==> config.mk <==
export PLATFORM = sky130hd
export DESIGN_NAME = hilihase_cmd_responder
export DESIGN_NICKNAME = d
export VERILOG_FILES = /design/src/rtl/hilihase_cmd_responder.sv
export SDC_FILE = /design/constraint.sdc
export NUM_CORES = 1
export LEC_CHECK = 0
export CORE_ASPECT_RATIO = 0.5
export CORE_MARGIN = 2
export CORE_UTILIZATION = 55
export DETAILED_ROUTE_END_ITERATION = 10
export PLACE_DENSITY = 0.9
export SKIP_CTS_REPAIR_TIMING = 1
export SYNTH_ARGS = -nofsm -noshare
export SYNTH_HDL_FRONTEND = slang
export SYNTH_SLANG_ARGS = --single-unit
==> constraint.sdc <==
create_clock -name clk -period 3.15 [get_ports clk]
set_clock_uncertainty 0.1 [all_clocks]
set_input_delay 0.63 -clock clk [delete_from_list [all_inputs] [get_ports clk]]
set_output_delay 0.63 -clock clk [all_outputs]
set_load 0.02 [all_outputs]
==> src/rtl/hilihase_cmd_responder.sv <==
// rtl/hilihase_cmd_responder.sv - host-link command responder with CLOSED/OPEN session FSM and response FIFO
module hilihase_cmd_responder #(
  parameter int DATA_W    = 32,
  parameter int RSP_DEPTH = 4,
  parameter int CNT_W     = 16
) (
  input  logic              clk,
  input  logic              rst,
  input  logic              cmd_valid,
  output logic              cmd_ready,
  input  logic [2:0]        cmd_op,
  input  logic [DATA_W-1:0] cmd_arg,
  output logic              rsp_valid,
  input  logic              rsp_ready,
  output logic [1:0]        rsp_status,
  output logic [DATA_W-1:0] rsp_data,
  output logic              session_open,
  output logic [CNT_W-1:0]  txn_count
);

  localparam int PTR_W = (RSP_DEPTH > 1) ? $clog2(RSP_DEPTH) : 1;
  localparam logic [PTR_W:0]   DEPTH_C = RSP_DEPTH[PTR_W:0];
  localparam logic [PTR_W:0]   CNT_ONE = {{PTR_W{1'b0}}, 1'b1};
  localparam logic [PTR_W-1:0] PTR_ONE = {{(PTR_W-1){1'b0}}, 1'b1};
  localparam logic [CNT_W-1:0] TXN_ONE = {{(CNT_W-1){1'b0}}, 1'b1};

  localparam logic [2:0] OP_INIT  = 3'd1;
  localparam logic [2:0] OP_CLOSE = 3'd2;
  localparam logic [2:0] OP_ECHO1 = 3'd3;
  localparam logic [2:0] OP_ECHO2 = 3'd4;

  localparam logic [1:0] ST_OK         = 2'd0;
  localparam logic [1:0] ST_ERR_STATE  = 2'd1;
  localparam logic [1:0] ST_ERR_OPCODE = 2'd2;

  typedef enum logic {S_CLOSED, S_OPEN} state_t;

  state_t            state, nxt_state;
  logic [PTR_W:0]    count;
  logic [PTR_W-1:0]  wr_ptr, rd_ptr;
  logic [CNT_W-1:0]  nxt_txn;
  logic [1:0]        res_status;
  logic [DATA_W-1:0] res_data;
  logic              push, pop;

  logic [1:0]        st_mem   [RSP_DEPTH];
  logic [DATA_W-1:0] data_mem [RSP_DEPTH];

  // Counter widened on the left so it either zero-extends or truncates into DATA_W.
  logic [DATA_W+CNT_W-1:0] txn_wide;
  assign txn_wide = {{DATA_W{1'b0}}, txn_count};

  assign cmd_ready    = (count < DEPTH_C);
  assign rsp_valid    = (count != '0);
  assign push         = cmd_valid && cmd_ready;
  assign pop          = rsp_valid && rsp_ready;
  assign session_open = (state == S_OPEN);
  assign rsp_status   = rsp_valid ? st_mem[rd_ptr]   : ST_OK;
  assign rsp_data     = rsp_valid ? data_mem[rd_ptr] : '0;

  always_comb begin
    nxt_state  = state;
    nxt_txn    = txn_count;
    res_status = ST_OK;
    res_data   = '0;
    case (cmd_op)
      OP_INIT: begin
        if (state == S_CLOSED) begin
          nxt_state = S_OPEN;
          nxt_txn   = '0;
          res_data  = cmd_arg;
        end else begin
          res_status = ST_ERR_STATE;
        end
      end
      OP_CLOSE: begin
        if (state == S_OPEN) begin
          nxt_state = S_CLOSED;
          nxt_txn   = '0;
          res_data  = txn_wide[DATA_W-1:0];
        end else begin
          res_status = ST_ERR_STATE;
        end
      end
      OP_ECHO1: res_data = cmd_arg;
      OP_ECHO2: begin
        if (state == S_OPEN) begin
          res_data = cmd_arg << 1;
          if (txn_count != '1) nxt_txn = txn_count + TXN_ONE;
        end else begin
          res_status = ST_ERR_STATE;
        end
      end
      default: res_status = ST_ERR_OPCODE;
    endcase
  end

  always_ff @(posedge clk or posedge rst) begin
    if (rst) begin
      state     <= S_CLOSED;
      txn_count <= '0;
      count     <= '0;
      wr_ptr    <= '0;
      rd_ptr    <= '0;
    end else begin
      if (push) begin
        state     <= nxt_state;
        txn_count <= nxt_txn;
        wr_ptr    <= wr_ptr + PTR_ONE;
      end
      if (pop) rd_ptr <= rd_ptr + PTR_ONE;
      case ({push, pop})
        2'b10:   count <= count + CNT_ONE;
        2'b01:   count <= count - CNT_ONE;
        default: count <= count;
      endcase
    end
  end

  // Storage needs no reset: entries are only visible through the occupancy count.
  always_ff @(posedge clk) begin
    if (push) begin
      st_mem[wr_ptr]   <= res_status;
      data_mem[wr_ptr] <= res_data;
    end
  end

endmodule

# Yosys cells after proc, flatten, opt, wreduce, memory -nomap -nowiden
# Memories as Yosys holds them, arrays and structs flattened.
# Cells that the tools add are included.
# W data, S select, Z words.
# totals
ff_bits	24
latch_bits	0
ram_bits	136
rom_bits	0
inputBits	39
out_inout_bits	53
wordCells	51
memories	2
# mem_list
memory	words	width	rd	rd_ports_with_merged_regs	write_ports	line	rtl
data_mem	4	32	1	0	1	47	logic [DATA_W-1:0] data_mem [RSP_DEPTH];
st_mem	4	2	1	0	1	46	logic [1:0] st_mem [RSP_DEPTH];
# classes
n_addsub	5
mul	0
n_div	0
order_cmp	1
n_eq_ne	11
shifts	0
n_mux	18
bitwise_logic	0
reduce_logical	9
# ops
operator	n
$pmux W32 S4	1
$mux W32	3
$mux W16	5
$pmux W16 S3	1
$add A16 B1 Y16 const B	1
$ne A16 B16 Y1 const B	1
$ne A2 B2 Y1 const B	4
$eq A3 B2 Y1 const B	2
$pmux W2 S3	1
$pmux W3 S2	1
$reduce_and A6 Y1	1
$reduce_bool A3 Y1	2
$add A2 B1 Y2 const B	2
$mux W1	4
$reduce_bool A2 Y1	2
$add A3 B1 Y3 const B	1
$eq A3 B1 Y1 const B	1
$eq A3 B3 Y1 const B	1
$lt A3 B3 Y1 const B	1
$sub A3 B1 Y3 const B	1
$eq A2 B1 Y1 const B	1
$eq A2 B2 Y1 const B	1
$logic_and A1 B1 Y1	2
$mux W2	1
other kinds (3)	3

# Longest topological paths before layout
# logic_depth
word_depth	4
mapped_depth	9
ltp_nobuf	8

# Least setup slack after synthesis
# OpenSTA, ideal clock, no wires.
# synth_timing
kind	in2reg
from	input port cmd_valid
to	memory data_mem[0][0], enable pin
t_arrival_ns	2.055
slack_ns	0.600
path_stages	3
path_buffers	1
path_cell_list	nor2b_1 clkbuf_1 and2_1
# synth_via
elab_chain_len	3
# synth_lines
item	line	rtl
start, declared	9	input logic cmd_valid,
$logic_and A1 B1 Y1	55	assign push = cmd_valid && cmd_ready;
$mux W1	122	if (push) begin
$mux W1 (implied by the code)	124	data_mem[wr_ptr] <= res_data;
end, declared	47	
# Every way passes these cells.

# Worst setup path in the final report
# layout_timing
from	register rd_ptr[0]
to	output port rsp_data[8]
# layout_via
elab_chain_len	2
# layout_lines
item	line	rtl
start, declared	40	logic [PTR_W-1:0] wr_ptr, rd_ptr;
start signal, assigned	111	if (pop) rd_ptr <= rd_ptr + PTR_ONE;
$mem_v2 Z4 W32	n/a	
$mux W32	59	assign rsp_data = rsp_valid ? data_mem[rd_ptr] : '0;
end, declared	16	output logic [DATA_W-1:0] rsp_data,
# Every way passes these cells.

==> metrics.cfg <==
[outcome]
outcome = complete, no violations

[global_routing]
track_usage = 0.253
grt_max_degree = 37
grt_first_pass_wirelength_um = 25900
grt_pass1_vias = 4629
grt_antenna_before_repair = 0
grt_overflow = 0

[logic_synthesis]
avgSynthCellArea_sq_um = 16.3
syn_nets = 487
synth-compound-area-share = 0.0911
synth.distinct_cells = 57
synth-edff-count = 136
yosysMostFrequentCell = edfxtp_1
synth.top_cell.area_share = 0.569
synth_xor_area_frac = 0.00976
ys_seq_elements = 160
muxShareOfSynthArea = 0.111
netlist_area_sq_um = 7180
synth_area_leaders = edfxtp_1 (57%), mux4_2 (11%), dfrtp_1 (8.4%), and2_1 (3.7%), a22o_1 (2.3%)
synth_top_area_cell = edfxtp_1
ys_top_cells_by_count = edfxtp_1 (136), and2_1 (42), mux4_2 (34)
synth-async-reset-ratio = 0.150
synth_top_family_by_area = multiplexers
ys.flop_type = edfxtp_1
synth_cells = 441
ys.warnings.count = 0
synthSimpleGateAreaFrac = 0.0817
yosysSeqAreaShare = 0.652
synth_fa_ha_area_frac = 0.0132

[final_layout]
utilization = 0.702
instances_no_fill = 726
fin_nets = 589
syn_to_final_growth_pct = 24.2
n_antenna_cell = 0
drive_gt1_frac = 0.178
final_area_sq_um = 8920

[route]
viasPerCell = 6.25
drc_errors = 0
firstDrtPassIters = 7
final_antenna_net_count = 0
routedWlPerCell_um = 22.4
vias = 4539
wl_um = 16300
drt_iter0_drc = 483

[timing]
relSlewSlack = 0.559
period_minus_slack_ps = 3090
grt_setup_unrepaired = false
fmax_ghz = 0.323
setup_tns_ps = 0
drv_slew = 0
fin_crit_sh = 0.982
setup_viol = 0
tightestPinTransition_ps = 660
final_hold_viol_count = 0

[critical_path]
crit_chain = buf_12 > mux4_2 > and2_1 > clkdlybuf4s50_1
worstSetupPathType = register to primary output
r2r_start = count[0]
crit_arrival_ps = 2360
crit_family = buffers and inverters
reg2reg_to = count[1]
cpPeakStageDelay_ps = 560
crit_buf_inv = 2
startpoint_type = register
cp-end-kind = primary output
worstRegToRegCells = 7
crit_fanout = 17
required_ps = 2420
rrSetupSlack_ps = 780
cp_slowest_cell = clkdlybuf4s50_1

[cts]
cts_buffer_depth = 2
clkSinkCount = 160
clk_latency_ps = 420
cts_made_buffers = 17
cts_htree_levels = 4
clk_pin_slew_ps = 70
cts-root-buf = clkbuf_16
cts_tree = built

[power]
ir_worst_vdd_v = 0.000472
p_leak_uw = 0.00319
finalPower_uw = 8040
power_density_nw_per_um2 = 901

[floorplan]
rows = 29
die_y_um = 84.8
die_x_um = 166
die_area_sq_um = 14000
initial_core_util = 0.565
ios = 92
core_sq_um = 12700

[placement]
dp_hpwl_um = 10400
gp_congestion = 0.851
place_area_sq_um = 8310
numPortBuffers = 91
dp.cells = 692

[flow_run]
cap_violations = 0

[worst_hold_path]
hold_class = input port to asynchronous set/reset pin

sequential cells by signal, summed over array words and instances (netlist names):
name	flops
st_mem	8
wr_ptr	2
count	3
data_mem	128
rd_ptr	2
session_open	1
txn_count	16
layer usage:
metal / wire length, um / track usage / vias up
li1: - / - / 1959
met3: 1060 / 0.0637 / 24
met4: 275 / 0.0792 / 0
met5: 0 / 0 / -
met2: 8320 / 0.415 / 217
met1: 6640 / 0.338 / 2339
how the worst max path moves through the flow:
| stage | start | to | slack, ps | cells past startpoint |
|---|---|---|---|---|
| 2_1_floorplan | cmd_valid | data_mem[0][0] | 600 | 3 |
| 3_3_place_gp | cmd_op[1] | data_mem[2][13] | 390 | 6 |
| 3_5_place_dp | cmd_op[0] | txn_count[13] | 310 | 6 |
| 4_1_cts | rd_ptr[0] | rsp_data[17] | -6 | 4 |
| 5_1_grt | rd_ptr[0] | rsp_data[30] | 20 | 4 |
| 6_report | rd_ptr[0] | rsp_data[8] | 60 | 4 |
cell type report:
| type | instances | area [sq um] |
|---|---|---|
| sequential | 160 | 4690 |
| inverter | 32 | 120 |
| clock inverter | 13 | 161 |
| multi-input combinational | 219 | 2200 |
| timing repair buffer | 113 | 1100 |
| clock buffer | 19 | 433 |
| tap | 170 | 213 |
| fill | 770 | 3780 |
metrics by stage:
step	hold slack, ps	worst slack, ps
3_5_place_dp	403	311
4_1_cts	369	-5.61
5_1_grt	409	17.0
6_report	375	57.4
3_3_place_gp	381	391
2_1_floorplan	361	600
cells in the final DEF (no fill, tap or decap), types with 4 or more instances in the layout:
cell type / n
a222oi_1: 15
inv_1: 32
edfxtp_1: 136
nor2_1: 5
nand3_1: 7
a31oi_1: 5
o22ai_1: 4
dfrtp_1: 23
mux4_2: 34
xnor2_1: 6
clkbuf_16: 17
nand2_1: 8
nand4_1: 4
ha_1: 6
buf_4: 20
a21oi_1: 4
clkdlybuf4s50_1: 91
a22o_1: 19
and2_1: 42
nor3_1: 4
power breakdown:
part           internal [uW]  switching [uW]
Sequential              2680             218
Combinational           1540            1520
Clock                   1250             826
cells by family (layout without fill, tap and decap cells):
family          count (synthesis)  count (layout)
compound gates                 75              75
xor+xnor                        8               8
fa+ha+maj                       7               7
buf+inv                        62             177
flops                         160             160
mux                            37              37
simple gates                   92              92
No activity file was read; power rests on OpenSTA's default activity.
